===== config.mk =====
export PLATFORM = sky130hd
export DESIGN_NAME = pipe_result_collector
export DESIGN_NICKNAME = d
export VERILOG_FILES = /design/src/rtl/pipe_result_collector.sv
export SDC_FILE = /design/constraint.sdc
export NUM_CORES = 1
export LEC_CHECK = 0
export BUFFER_PORTS_ARGS = -buffer_cell sky130_fd_sc_hd__buf_2
export CORE_MARGIN = 2
export CORE_UTILIZATION = 45
export DETAILED_ROUTE_END_ITERATION = 6
export PLACE_DENSITY_LB_ADDON = 0.1
export SYNTH_ARGS = -nofsm -noshare
export SYNTH_HDL_FRONTEND = slang
export SYNTH_SLANG_ARGS = --single-unit

===== constraint.sdc =====
create_clock -name clk -period 5.75 [get_ports clk]
set_input_delay 1.15 -clock clk [delete_from_list [all_inputs] [get_ports clk]]
set_output_delay 1.15 -clock clk [all_outputs]
set_load 0.05 [all_outputs]

===== src/rtl/pipe_result_collector.sv =====
// Result collector for a fixed-latency pipeline: FIFO buffering,
// in-flight credit tracking and sticky protocol error flags.
module pipe_result_collector #(
  parameter int WIDTH = 10,
  parameter int DEPTH = 8,
  parameter int CW    = 4
) (
  input  logic             clk,
  input  logic             rst,
  input  logic             issue,
  input  logic             in_valid,
  input  logic [WIDTH-1:0] in_data,
  output logic             credit_ok,
  output logic             out_valid,
  output logic [WIDTH-1:0] out_data,
  input  logic             out_ready,
  output logic [CW-1:0]    count,
  output logic             err_issue,
  output logic             err_unexp,
  output logic             err_ovf
);

  localparam int AW = $clog2(DEPTH);
  localparam logic [CW-1:0] FULL = CW'(DEPTH);
  localparam logic [CW-1:0] SAT  = '1;
  localparam logic [CW:0]   LIM  = (CW+1)'(DEPTH);
  localparam logic [CW-1:0] ONE  = CW'(1);

  logic [WIDTH-1:0] mem [DEPTH];
  logic [AW-1:0]    wr_ptr;
  logic [AW-1:0]    rd_ptr;
  logic [CW-1:0]    inflight;
  logic             full;
  logic             pop;
  logic             push;
  logic             dec;
  logic [CW:0]      used;

  assign full      = (count == FULL);
  assign pop       = out_valid & out_ready;
  assign push      = in_valid & (~full | pop);
  assign dec       = in_valid & ((inflight != '0) | issue);
  assign out_valid = (count != '0);
  assign out_data  = mem[rd_ptr];

  // Registered state only: issue has no path into credit_ok.
  assign used      = {1'b0, count} + {1'b0, inflight};
  assign credit_ok = (used < LIM);

  always_ff @(posedge clk) begin
    if (push) mem[wr_ptr] <= in_data;
  end

  always_ff @(posedge clk) begin
    if (rst) begin
      wr_ptr    <= '0;
      rd_ptr    <= '0;
      count     <= '0;
      inflight  <= '0;
      err_issue <= 1'b0;
      err_unexp <= 1'b0;
      err_ovf   <= 1'b0;
    end else begin
      if (push) wr_ptr <= wr_ptr + AW'(1);
      if (pop)  rd_ptr <= rd_ptr + AW'(1);

      if (push & ~pop)
        count <= count + ONE;
      else if (pop & ~push)
        count <= count - ONE;

      // Matched issue/return in one cycle cancels out.
      if (issue & ~dec) begin
        if (inflight != SAT) inflight <= inflight + ONE;
      end else if (dec & ~issue) begin
        inflight <= inflight - ONE;
      end

      if (issue & ~credit_ok)
        err_issue <= 1'b1;
      if (in_valid & (inflight == '0) & ~issue)
        err_unexp <= 1'b1;
      if (in_valid & full & ~pop)
        err_ovf <= 1'b1;
    end
  end

endmodule


== After elaboration in Yosys (flattened, before gate mapping) ==
Memories as Yosys holds them, arrays and structs flattened. A register that Yosys moved wholly into a read port is not among the register bits.
Cells that the tools add are included.
Widths: inputs -> output; s select.
Cells by class
  add/subtract/negate cells: 7
  order comparisons: 1
  eq/ne operators: 3
  mux-type cells: 9
  bitwise operators: 20
  reductions and logical operators: 6
Operators with widths (count)
  $mux 4: 5
  $and 1x1->1: 12
  $add 4x1->4 const B: 2
  $reduce_bool 4->1: 2
  $sub 4x1->4 const B: 2
  $add 3x1->3 const B: 2
  $mux 3: 2
  $not 1->1: 6
  $add 4x4->5: 1
  $lt 5x4->1 const B: 1
  $eq 4x4->1 const B: 1
  $logic_not 4->1: 1
  $ne 4x4->1 const B: 1
  $reduce_bool 2->1: 2
  $mux 1: 2
  $ne 2x1->1 const B: 1
  $or 1x1->1: 2
  $reduce_and 2->1: 1
Word-level totals
  flip-flop bits (word level): 17
  memory bits (writable): 80
  input bits: 15
  output and inout port bits: 19
  memories: 1
Memories
  mem: depth 8, bits a word 10, read ports 1, clocked after memory_dff 1, write ports 1, RTL line 29  | logic [WIDTH-1:0] mem [DEPTH];

== Depth between registers and ports, before layout ==
Gate-level depths: netlist of run 1.
  word-level depth: 8
  gate-level depth with buffers: 10
  mapped depth without buffers: 10

== Worst setup path after synthesis of run 1 ==
OpenSTA, ideal clock, no wires.
  kind: register to output
  from: register count[1]
  to: output port credit_ok
  data arrival time: 2.095 ns
  setup slack: 2.505 ns
  cell stages (with the launch flop): 4
  path buffers: 0
  cell sequence: dfxtp_1 -> ha_1 -> a31o_2 -> a2111oi_4
On the way
  word-level cells in the longest chain between the ends: 2
Ends and longest elaborated chain
  from (decl): RTL line 17  | output logic [CW-1:0] count,
  from (signal assigned): RTL line 68  | count <= count + ONE;
  from (signal assigned): RTL line 70  | count <= count - ONE;
  $add 4x4->5: RTL line 47  | assign used = {1'b0, count} + {1'b0, inflight};
  $lt 5x4->1: RTL line 48  | assign credit_ok = (used < LIM);
  to (decl): RTL line 13  | output logic credit_ok,
Every way passes these cells.

==> reports/qor.yml, run 1 <==
worstSetupEndpointType: "output pin"
drv_cap: 0
clk_path_buf_depth: 2
grt_pass1_wl_um: 10980
grt_remaining_overflow: 0
die_area_um2: 10070
drv_slew: 0
ctsResizeCount: 0
rsz0062_at_grt: "false"
synthArstFlopShare_pct: 0
place_ws_ns: 2.354
worst_slack_ns: 2.063
hold_viol: 0
worstSetupStartpointType: "register"
vias: 2104
hold_ws_ns: 0.4890
synth_top_cell_by_area: "edfxtp_1"
dr.pass1.iters: 4
worst-setup-path-type: "reg2out"
area_growth_pct: 11.80
hold_end: "err_ovf"
ys_warn_count: 0
regToRegEndpoint: "count[3]"
outcome: "finished, final reports clean"
finalSetupViolCount: 0
p_per_area_nw_per_um2: 415.7
rrSetupSlack_ns: 2.99
multiInputGateArea_um2: 1326
mappedNetlistNets: 259
portBuffers: 33
dieWidth_um: 100.4
reg2reg_depth: 10
synth_ff_type: "edfxtp_1"
die_h_um: 100.4
hpwl_um: 4317
arrival_ns: 2.54
cts_tree: "yes"
ys_seq_elements: 100
syn_area_um2: 4179
max_freq_mhz: 271.2
post_cts_buffers: 0
nets: 303
io_pins: 34
max_slew_margin_pct: 29.86
root_buffer: "clkbuf_8"
vias_per_cell: 5.367
numClockSinks: 100
wl_per_cell_um: 17.80
synth_top_area_share_pct: 57.49
setup_tns_ns: 0
rows: 35
wirelength_um: 6977
cp.required_ns: 4.60
period_needed_ns: 3.687
finalClockSkew_ns: 0.006374
start_util_pct: 45.88
ys_seq_area_share_pct: 67.07
yosysMostFrequentCell: "edfxtp_1"
synth_cell_types: 36
drt-initial-drc-count: 72
cts_hold_buf: 0
vdd_drop_max_v: 0.0002660
synth_commonest_cells: "edfxtp_1 (80), nor2_1 (23), dfxtp_1 (20), mux4_1 (20), mux2_2 (11)"
synthesis.instances: 232
final-seq-area_um2: 2803
yosys-top-cells-area: "edfxtp_1 (57%), mux4_1 (13%), dfxtp_1 (9.6%)"
place.gp.congestion: 0.6824
grt_pass1_vias: 2091
antenna_found_initial: 0
grt_use_total_pct: 15.15
cts_buffers: 9
drive_above_1_share_pct: 27.05
route.detailed.drc: 0
antenna_cells: 0
hold_start: "err_ovf"
power_leakage_nw: 1.644
syn_area_per_cell_um2: 18.01
grt_max_degree: 21
cp_max_fo: 20
min_path_cells: 2
clkLatencyLatePin_ns: 0.35
holdCritPathClass: "reg2reg"
path_clk_slew_ns: 0.09
r2r-start: "count[0]"
min_period_over_period_pct: 64.12
postRouteAntennaNets: 0
h-tree-depth: 3
nFillCells: 776
core_area_um2: 9109
tightest_slew_ns: 1.051
synth_edf_count: 80
==> placed cells by master (no fill, tap or decap), types with 5 or more instances in the layout <==
cell / synthesis / layout
edfxtp_1: 80 / 80
buf_4: 0 / 8
mux4_1: 20 / 20
nand2b_1: 5 / 5
nand2_1: 5 / 5
nor2_1: 23 / 23
ha_1: 10 / 10
a21oi_1: 6 / 6
mux2_2: 11 / 11
buf_2: 0 / 33
dfxtp_1: 20 / 20
clkbuf_8: 0 / 9
==> area by class of cell <==
class | count | area share (%)
clock buffer | 10 | 2.732
clock inverter | 6 | 0.8570
inverter | 3 | 0.2410
multi-input combinational | 121 | 28.39
sequential | 100 | 59.99
tap | 111 | 2.973
timing repair buffer | 41 | 4.821
==> sequential cells by signal (all words and copies together) (netlist names), named ones only <==
name and count:
mem 80, count 4, inflight 4, rd_ptr 3, wr_ptr 3, err_issue 1, err_ovf 1, err_unexp 1
==> kinds of logic (layout without fill, tap and decap cells) <==
family	Yosys count	after routing	synth area share, %
DFF	100	100	67.07
and+or+nand+nor	49	49	5.988
AOI/OAI and AO/OA	18	18	3.683
xor gates and xnor gates	8	8	1.676
muxes	34	34	16.29
adders and majority gates	12	12	3.952
buffers and inverters	11	60	1.347
==> worst max path at each step <==
stage,start,to,cells after the start
global placement,out_ready,count[3],11
finish,register,out_data[3],3
detailed placement,out_ready,count[3],11
CTS,register,out_data[4],3
floorplan,count[1],credit_ok,3
global route,register,out_data[2],3
==> power breakdown <==
group | switching, mW | internal, mW
clock network | 0.233 | 0.157
logic | 0.368 | 0.259
registers | 0.0875 | 0.838
==> routing by layer <==
layer  track usage, %  vias up  wire length [um]
met5                0        -                 0
met1            20.02     1041              3234
met2            24.78       38              3413
met4            5.690        0                99
met3            3.273       10               229
li1                 -     1015                 -
==> worst max-delay path, stage by stage (launching register included) <==
cell     delay, ns
dfxtp_1       1.02
mux4_1        0.66
mux2_2        0.28
buf_2         0.21
==> per-stage QoR <==
stage	cells	power [mW]	util [%]	instance area, um^2
global route	392	2.047	51.29	4672
CTS	392	1.971	51.29	4672
floorplan	232	1.459	-	4179
global placement	376	1.574	49.45	4504
finish	392	1.942	51.29	4672
detailed placement	376	1.579	49.45	4504
Note: power is estimated with default switching activity, not from simulation.
==> run 2, diff against run 1 <==
Clock period 5.75 ns to 3.1 ns, I/O delays scaled along.
==> reports/qor.yml, run 2 (same netlist as run 1, synthesis figures left out) <==
cp_max_fo: 20  # unchanged
hold_start: "err_ovf"  # unchanged
worstSetupStartpointType: "register"  # unchanged
fin_area_um2: 4740  # was 4672 um^2
period_needed_ns: 2.738
finalSetupViolCount: 0  # unchanged
holdCritPathClass: "reg2reg"  # unchanged
drv_slew: 0  # unchanged
tightest_slew_ns: 0.6136  # was 1.051 ns
min_period_over_period_pct: 88.33
hold_viol: 0  # unchanged
vias_per_cell: 5.313  # was 5.367
largest_register_ffs: 80  # unchanged
hold_ws_ns: 0.4856  # was 0.4890 ns
grt_remaining_overflow: 0  # unchanged
antenna_cells: 0  # unchanged
cp_slowest_stage_delay_ns: 0.62  # was 1.02 ns
vdd_drop_max_v: 0.0003977  # was 0.0002660 V
portBuffers: 33  # unchanged
ctsResizeCount: 0  # unchanged
max_slew_margin_pct: 59.04  # was 29.86%
placed_area_um2: 4519  # was 4504 um^2
hpwl_um: 4368  # was 4317 um
max_freq_mhz: 365.2
core_area_um2: 9109  # unchanged
root_buffer: "clkbuf_8"  # unchanged
numClockSinks: 100  # unchanged
postRouteAntennaNets: 0  # unchanged
critPathSlowestCell: "mux4_1"  # was dfxtp_1
route.detailed.drc: 0  # unchanged
nets: 305  # was 303
min_path_cells: 2  # unchanged
stdcell_count: 393  # was 392
wirelength_um: 7184  # was 6977 um
power_leakage_nw: 1.685  # was 1.644 nW
regToRegEndpoint: "count[3]"  # unchanged
start_util_pct: 45.88  # unchanged
area_growth_pct: 13.41  # was 11.80%
grt_max_degree: 21  # unchanged
cts_buffers: 9  # unchanged
reg2reg_depth: 10  # unchanged
die_area_um2: 10070  # unchanged
r2r-start: "count[0]"  # unchanged
dieWidth_um: 100.4  # unchanged
drt-initial-drc-count: 83  # was 72
io_pins: 34  # unchanged
grt_pass1_wl_um: 11430  # was 10,980 um
cp.required_ns: 2.48  # was 4.60 ns
p_per_area_nw_per_um2: 805.3  # was 415.7 nW/um^2
cts_tree: "yes"  # unchanged
cp_cell_sequence: "buf_4 > mux4_1 > mux2_2 > buf_2"  # was mux4_1 > mux2_2 > buf_2
antenna_found_initial: 0  # unchanged
setup_tns_ns: 0  # unchanged
drive_above_1_share_pct: 28.37  # was 27.05%
place.gp.congestion: 0.7756  # was 0.6824
arrival_ns: 2.12  # was 2.54 ns
place_inst: 378  # was 376
cts_hold_buf: 0  # unchanged
rows: 35  # unchanged
mostFrequentLayoutCell: "edfxtp_1"  # unchanged
h-tree-depth: 3  # unchanged
rsz0062_at_grt: "false"  # unchanged
hold_end: "err_ovf"  # unchanged
die_h_um: 100.4  # unchanged
layout_common_cells: "edfxtp_1 (80), buf_2 (33), nor2_1 (23), mux4_1 (20), dfxtp_1 (20)"  # unchanged
reg_top3: "mem: 80 flops, count: 4 flops, inflight: 4 flops"  # unchanged
vias: 2088  # was 2,104
rrSetupSlack_ns: 0.38  # was 2.99 ns
worstSetupEndpointType: "output pin"  # unchanged
wl_per_cell_um: 18.28  # was 17.80 um
clkLatencyLatePin_ns: 0.35  # about the same
drv_cap: 0  # unchanged
worst-setup-path-type: "reg2out"  # unchanged
regMostFlops: "mem"  # unchanged
power_mw: 3.817  # was 1.942 mW
post_cts_buffers: 0  # unchanged
finalClockSkew_ns: 0.009578  # was 0.006374 ns
clk_path_buf_depth: 2  # unchanged
path_clk_slew_ns: 0.09  # about the same
outcome: "finished, final reports clean"  # unchanged
dr.pass1.iters: 4  # unchanged
grt_use_total_pct: 15.59  # was 15.15%
grt_pass1_vias: 2122  # was 2,091
## run 2: changes by cell type in the layout (fill, tap and decap cells not counted)
cell	change
bufinv_16	+2
clkbuf_1	-1
inv_8	+1
clkinvlp_4	-1
clkinv_1	-2
buf_4	+2
clkinv_4	-1
inv_6	+1
## run 2: metal layers
layer	GRT usage [%]	routed length, um	up-vias
met1	20.01	3345	1029
met5	0	0	-
met2	26.48	3521	31
met4	5.690	115	0
met3	2.994	201	10
li1	-	-	1018
## run 2: area by class of cell
cell class / count / area (um^2)
timing repair buffer: 43 / 240.2
tap: 111 / 138.9
multi-input combinational: 121 / 1326
sequential: 100 / 2803
clock inverter: 6 / 96.34
fill: 771 / 4369
inverter: 3 / 11.26
clock buffer: 9 / 123.9
## run 2: through the flow
stage / utilization [%] / setup slack, ns
final: 52.03 / 0.3619
after global routing: 52.03 / 0.1085
after CTS: 52.03 / 0.3414
after detailed placement: 49.62 / 0.2625
after global placement: 49.62 / 0.3103
after floorplan: - / 0.3153
## run 2: worst max path at each step
stage	endpoint	start	slack [ns]
floorplan	count[3]	count[0]	0.32
global placement	count[3]	out_ready	0.31
detailed placement	count[3]	out_ready	0.26
CTS	out_data[4]	register	0.34
global route	count[3]	count[0]	0.11
finish	out_data[4]	register	0.36
## run 2: critical path: cells and delay by family, from the launching register on
kind | cells | cell delay, ns
buf+inv | 2 | 0.52
flops | 1 | 0.32
mux | 2 | 0.91
## run 2: power breakdown
part	internal, mW	leakage [nW]	total (mW)	switching [mW]
clock	0.462	0.108	0.916	0.454
combinational	0.491	0.687	1.26	0.772
sequential	1.56	0.891	1.64	0.0833
